$ cat config.mk
export PLATFORM = sky130hd
export DESIGN_NAME = fxp_widen_unpack
export DESIGN_NICKNAME = d
export VERILOG_FILES = /design/src/rtl/fxp_pkg.sv /design/src/rtl/fxp_widen_lane.sv /design/src/rtl/fxp_widen_unpack.sv
export SDC_FILE = /design/constraint.sdc
export NUM_CORES = 1
export LEC_CHECK = 0
export ABC_AREA = 1
export BUFFER_PORTS_ARGS = -buffer_cell sky130_fd_sc_hd__buf_2
export CAP_MARGIN = 25
export CELL_PAD_IN_SITES_DETAIL_PLACEMENT = 1
export CELL_PAD_IN_SITES_GLOBAL_PLACEMENT = 2
export CORE_AREA = 2 2 114 116
export DETAILED_ROUTE_END_ITERATION = 8
export DIE_AREA = 0 0 116 118
export PLACE_DENSITY_LB_ADDON = 0.1
export SETUP_SLACK_MARGIN = 0.05
export SKIP_LAST_GASP = 1
export SLEW_MARGIN = 5
export SYNTH_ARGS = -nofsm -noshare
export SYNTH_HDL_FRONTEND = slang
export SYNTH_SLANG_ARGS = --single-unit
$ cat constraint.sdc
create_clock -name CLK -period 2.3 [get_ports CLK]
set_input_delay 0 -clock CLK [delete_from_list [all_inputs] [get_ports CLK]]
set_output_delay 0 -clock CLK [all_outputs]
set_load 0.02 [all_outputs]
$ cat src/rtl/fxp_pkg.sv
// Shared fixed-point format constants and the exact narrow-to-wide conversion
// used by the psum unpack path and the rounding stage's reference model.
package fxp_pkg;

   localparam int IN_WIDTH_DEF  = 16;
   localparam int IN_FRAC_DEF   = 13;
   localparam int OUT_WIDTH_DEF = 33;
   localparam int OUT_FRAC_DEF  = 26;
   localparam int CNT_WIDTH_DEF = 16;

   typedef enum logic {
      LANE0 = 1'b0,
      LANE1 = 1'b1
   } lane_sel_t;

   // Sign-extend a Q2.13 lane to 33 bits, then align the binary point to Q6.26.
   function automatic logic [OUT_WIDTH_DEF-1:0] widen(input logic [IN_WIDTH_DEF-1:0] lane);
      logic signed [OUT_WIDTH_DEF-1:0] ext;
      ext = OUT_WIDTH_DEF'($signed(lane));
      return ext << (OUT_FRAC_DEF - IN_FRAC_DEF);
   endfunction

endpackage

$ cat src/rtl/fxp_widen_lane.sv
// Combinational exact widening of one narrow fixed-point lane: sign-extend to
// the wide width, then shift left so both formats share the binary point.
module fxp_widen_lane #(
   parameter int IN_WIDTH  = 16,
   parameter int IN_FRAC   = 13,
   parameter int OUT_WIDTH = 33,
   parameter int OUT_FRAC  = 26
) (
   input  logic [IN_WIDTH-1:0]  lane,
   output logic [OUT_WIDTH-1:0] wide
);

   localparam int SHIFT = OUT_FRAC - IN_FRAC;

   logic signed [OUT_WIDTH-1:0] ext;

   assign ext  = OUT_WIDTH'($signed(lane));
   assign wide = ext << SHIFT;

endmodule

$ cat src/rtl/fxp_widen_unpack.sv
// Unpacks two-lane narrow psum words from the global buffer and streams each
// lane, exactly widened, into the accumulate path one lane per cycle.
module fxp_widen_unpack
   import fxp_pkg::*;
#(
   parameter int IN_WIDTH  = IN_WIDTH_DEF,
   parameter int IN_FRAC   = IN_FRAC_DEF,
   parameter int OUT_WIDTH = OUT_WIDTH_DEF,
   parameter int OUT_FRAC  = OUT_FRAC_DEF,
   parameter int CNT_WIDTH = CNT_WIDTH_DEF
) (
   input  logic                  CLK,
   input  logic                  RESET,
   input  logic                  EN,
   input  logic                  S_VALID,
   output logic                  S_READY,
   input  logic [2*IN_WIDTH-1:0] S_DATA,
   input  logic                  S_HALF,
   input  logic                  S_LAST,
   output logic                  M_VALID,
   input  logic                  M_READY,
   output logic [OUT_WIDTH-1:0]  M_DATA,
   output logic                  M_LAST,
   output logic [CNT_WIDTH-1:0]  M_CNT
);

   generate
      if (OUT_FRAC < IN_FRAC || (OUT_WIDTH - OUT_FRAC) < (IN_WIDTH - IN_FRAC)) begin : g_bad_format
         $error("fxp_widen_unpack: wide format cannot represent the narrow format exactly");
      end
   endgenerate

   logic                  buf_valid_reg;
   logic [2*IN_WIDTH-1:0] buf_data_reg;
   logic                  buf_half_reg;
   logic                  buf_last_reg;
   lane_sel_t             lane_reg, lane_next;
   logic [CNT_WIDTH-1:0]  cnt_reg, cnt_next;
   logic                  m_valid_reg;
   logic [OUT_WIDTH-1:0]  m_data_reg;
   logic                  m_last_reg;
   logic [CNT_WIDTH-1:0]  m_cnt_reg;

   logic [IN_WIDTH-1:0]   lanes [2];
   logic [IN_WIDTH-1:0]   lane_data;
   logic [OUT_WIDTH-1:0]  lane_wide;
   logic                  final_lane;
   logic                  load;
   logic                  s_ready;
   logic                  accept;

   for (genvar gi = 0; gi < 2; gi++) begin : g_lanes
      assign lanes[gi] = buf_data_reg[gi*IN_WIDTH +: IN_WIDTH];
   end

   assign lane_data  = (lane_reg == LANE1) ? lanes[1] : lanes[0];
   assign final_lane = buf_half_reg | (lane_reg == LANE1);
   assign load       = EN & buf_valid_reg & (~m_valid_reg | M_READY);
   // Freeing the buffer on the final-lane load lets the next word in on the same edge.
   assign s_ready    = EN & ~RESET & (~buf_valid_reg | (load & final_lane));
   assign accept     = S_VALID & s_ready;

   fxp_widen_lane #(
      .IN_WIDTH  (IN_WIDTH),
      .IN_FRAC   (IN_FRAC),
      .OUT_WIDTH (OUT_WIDTH),
      .OUT_FRAC  (OUT_FRAC)
   ) u_widen_lane (
      .lane (lane_data),
      .wide (lane_wide)
   );

   always_comb begin
      lane_next = lane_reg;
      cnt_next  = cnt_reg;
      if (load) begin
         lane_next = final_lane ? LANE0 : LANE1;
         cnt_next  = (buf_last_reg & final_lane) ? '0 : cnt_reg + CNT_WIDTH'(1);
      end
   end

   always_ff @(posedge CLK) begin
      if (RESET) begin
         buf_valid_reg <= 1'b0;
         buf_data_reg  <= '0;
         buf_half_reg  <= 1'b0;
         buf_last_reg  <= 1'b0;
         lane_reg      <= LANE0;
         cnt_reg       <= '0;
         m_valid_reg   <= 1'b0;
         m_data_reg    <= '0;
         m_last_reg    <= 1'b0;
         m_cnt_reg     <= '0;
      end else if (EN) begin
         lane_reg <= lane_next;
         cnt_reg  <= cnt_next;
         if (load) begin
            m_valid_reg <= 1'b1;
            m_data_reg  <= lane_wide;
            m_last_reg  <= buf_last_reg & final_lane;
            m_cnt_reg   <= cnt_reg;
         end else if (M_READY) begin
            m_valid_reg <= 1'b0;
         end
         if (accept) begin
            buf_valid_reg <= 1'b1;
            buf_data_reg  <= S_DATA;
            buf_half_reg  <= S_HALF;
            buf_last_reg  <= S_LAST;
         end else if (load && final_lane) begin
            buf_valid_reg <= 1'b0;
         end
      end
   end

   assign S_READY = s_ready;
   assign M_VALID = m_valid_reg;
   assign M_DATA  = m_data_reg;
   assign M_LAST  = m_last_reg;
   assign M_CNT   = m_cnt_reg;

endmodule

==> flow_summary_export.csv <==
group,metric,value,unit
worst_setup_path,crit_path_max_fanout,11,
route,avgRoutedWirePerCell,12.6,µm
route,drtIter0Drc,111,
synthesis,synth.ff_latch_count,86,
timing,post-route-period-util,71.5,%
pwr,switching_power,824,µW
place,numPortBuffers,77,
floorplan,die_h,118,µm
final_layout,syn_to_final_growth,28.8,%
timing,slew_viol_final,0,
pwr,vdd_drop_max,0.307,mV
route,drc_errors,0,
timing,rsz0062_at_grt,"false",
timing,finalCriticalPeriod,1640,ps
floorplan,ioPinCount,91,
run_status,status,"complete, no violations",
pwr,power.internal,2640,µW
worst_setup_path,critPathLaunchType,"flip-flop",
synthesis,synth_top_family_by_area,"simple AND/OR/NAND/NOR gates",
synthesis,yosys_warnings,0,
final_layout,drive_above_1_share,18.9,%
synthesis,yosys.area_share.adder,0.331,%
route,vias,3519,
floorplan,die_width,116,µm
synthesis,syn_area,3780,µm²
synthesis,synth_compound_area_share,11.8,%
timing,fmax,608,MHz
timing,fin_ws,655,ps
synthesis,synthSimpleGateAreaFrac,28.9,%
pwr,p_seq_share,45.4,%
worst_setup_path,worstPathArrival,1880,ps
timing,worst_pin_slew,515,ps
clock_tree,clk_latency,340,ps
route,route.antenna.remaining_nets,0,
global_route,grt_pass1_vias,3473,
timing,finalSetupViolCount,0,
global_route,grt_overflow_total,0,
pwr,switching_share,23.8,%
floorplan,fp.dieArea,13700,µm²
clock_tree,cts_made_buffers,9,
final_layout,seq_area,1720,µm²
place,post-place-ws,679,ps
timing,finalHoldViolations,0,
pwr,p_per_area,712,nW/µm²
route,first_pass_iters,4,
synthesis,yosysTopAreaCell,"dfxtp_1",
timing,relSlewSlack,65.7,%
floorplan,coreArea,12400,µm²
synthesis,syn_avg_cell_area,7.00,µm²
place,gp_congestion,0.779,
global_route,grt_antenna_before_repair,0,
route,routed_via_density,4.33,
worst_setup_path,criticalPathCategory,"flip-flop to flip-flop",
synthesis,synth.distinct_cells,28,
flow_run,maxCapViolations,0,
route,wl,10300,µm
synthesis,synth-xor-area-share,0,%
pwr,pwr-share-clk,44.8,%
worst_setup_path,required,2530,ps
floorplan,start_util,30.4,%
final_layout,largest_reg_flops,32,
global_route,track_usage,15.9,%
global_route,grt_max_degree,70,
clock_tree,clk_pin_slew,60,ps
pwr,p_leak,0.00223,µW
synthesis,synth_top_area_share,45.6,%
final_layout,multi_input_area,1600,µm²
global_route,grt_pass1_wl,17100,µm
timing,fin_setup_tns,0,ps
pwr,combPwrFrac,9.8,%
synthesis,yosys-top-cells-area,"dfxtp_1, nand2_1, nor2_1",
final_layout,fill_cells,1589,
final_layout,diodes,0,
timing,skew,6.76,ps
hold_path,hold_class,"input port to flip-flop",
worst_setup_path,crit_path_end_kind,"flip-flop",
clock_tree,cts_root_buf,"clkbuf_16",
floorplan,num_rows,41,
place,dpl.hpwl,6680,µm
synthesis,yosysSeqAreaShare,45.6,%
clock_tree,cts.path.max_buffers,2,
synthesis,synthCells,540,
synthesis,synth_mux_area_share,0,%
worst_setup_path,ff2ff_setup_slack,660,ps
final_layout,final_nets,676,
clock_tree,cts_tree,"yes",
clock_tree,htreeDepth,3,
clock_tree,cts.sinks,86,
[Yosys cell counts (all sizes together)]
cell type / count
dfxtp: 86
nand4: 3
nor3: 3
nor2: 109
conb: 1
o21ai: 34
ha: 1
or2: 1
nand2: 143
buf: 39
inv: 60
clkbuf: 5
a31oi: 19
a21boi: 1
a211oi: 2
nand3: 11
a21oi: 22
[per-stage QoR]
stage | util [%] | instance area [µm²] | power [µW] | std cells | hold WS (ps)
after floorplan | - | 3820 | 1820 | 552 | 128
after global placement | 33.9 | 4200 | 1900 | 763 | 224
after detailed placement | 33.9 | 4200 | 1900 | 763 | 230
after CTS | 39.2 | 4870 | 3520 | 813 | 17.7
after global routing | 39.2 | 4870 | 3630 | 813 | 32.0
final | 39.2 | 4870 | 3460 | 813 | 22.5
[final timing paths]
check,start,endpoint,cells after the start
max,buf_valid_reg,cnt_reg[12],10
min,RESET,cnt_reg[1],2
max reg2reg,buf_valid_reg,cnt_reg[12],10
min reg2reg,M_CNT[0],M_CNT[0],2
[what timing repair did]
action / 4_1_cts / 5_1_grt
setup buffers: 0 / 0
gates resized for setup: 0 / 0
hold buffers: 34 / 0
endpoints found under the hold margin: 34 / 0
[worst max-delay path, stage by stage, from the launching register on]
cell     delay (ps)
dfxtp_1         370
nand2_2          90
inv_2            70
nand2_1         220
buf_4           280
nor2_1          130
nand2_1          70
nor2_1          130
nand2_1          70
nand2_1          60
nor2_1           40
[area by class of cell]
class	count	area share (%)
flip-flops and latches	86	35.4
multi-input cells	362	32.8
repair buffers	117	16.1
clock buffers	14	5.84
inverters	60	4.68
well taps	172	4.42
clock inverters	2	0.771
[power groups by stage]
stage | clock network (µW) | logic [µW] | registers (µW)
2_1_floorplan | 0 | 198 | 1620
3_3_place_gp | 0 | 295 | 1600
3_5_place_dp | 0 | 298 | 1610
4_1_cts | 1610 | 343 | 1570
5_1_grt | 1670 | 384 | 1580
6_report | 1550 | 338 | 1570
[cells by family after synthesis]
logic type / after synthesis
other: 1
AO/OA/AOI/OAI: 78
flip-flops: 86
AND/OR/NAND/NOR: 270
adder cells (fa/ha/maj): 1
buffers and inverters: 104
[layer usage]
layer / up-vias / track usage [%] / part of all wire, %
li1: 1828 / - / -
met1: 1622 / 19.8 / 47
met2: 58 / 27.0 / 49
met3: 11 / 2.63 / 2.8
met4: 0 / 6.40 / 1.7
met5: - / 0 / 0
[cell usage in the layout, fill, tap and decap left out, types with 3 or more instances in the layout]
cell type / instances
a21oi_1: 20
a31oi_1: 19
buf_2: 77
buf_4: 5
clkbuf_16: 9
clkbuf_8: 4
conb_1: 13
dfxtp_1: 86
dlygate4sd3_1: 34
inv_1: 57
nand2_1: 140
nand2_2: 3
nand3_1: 9
nand4_1: 3
nor2_1: 96
nor2_2: 13
nor3_1: 3
o21ai_0: 33
No activity file was read; power rests on OpenSTA's default activity.
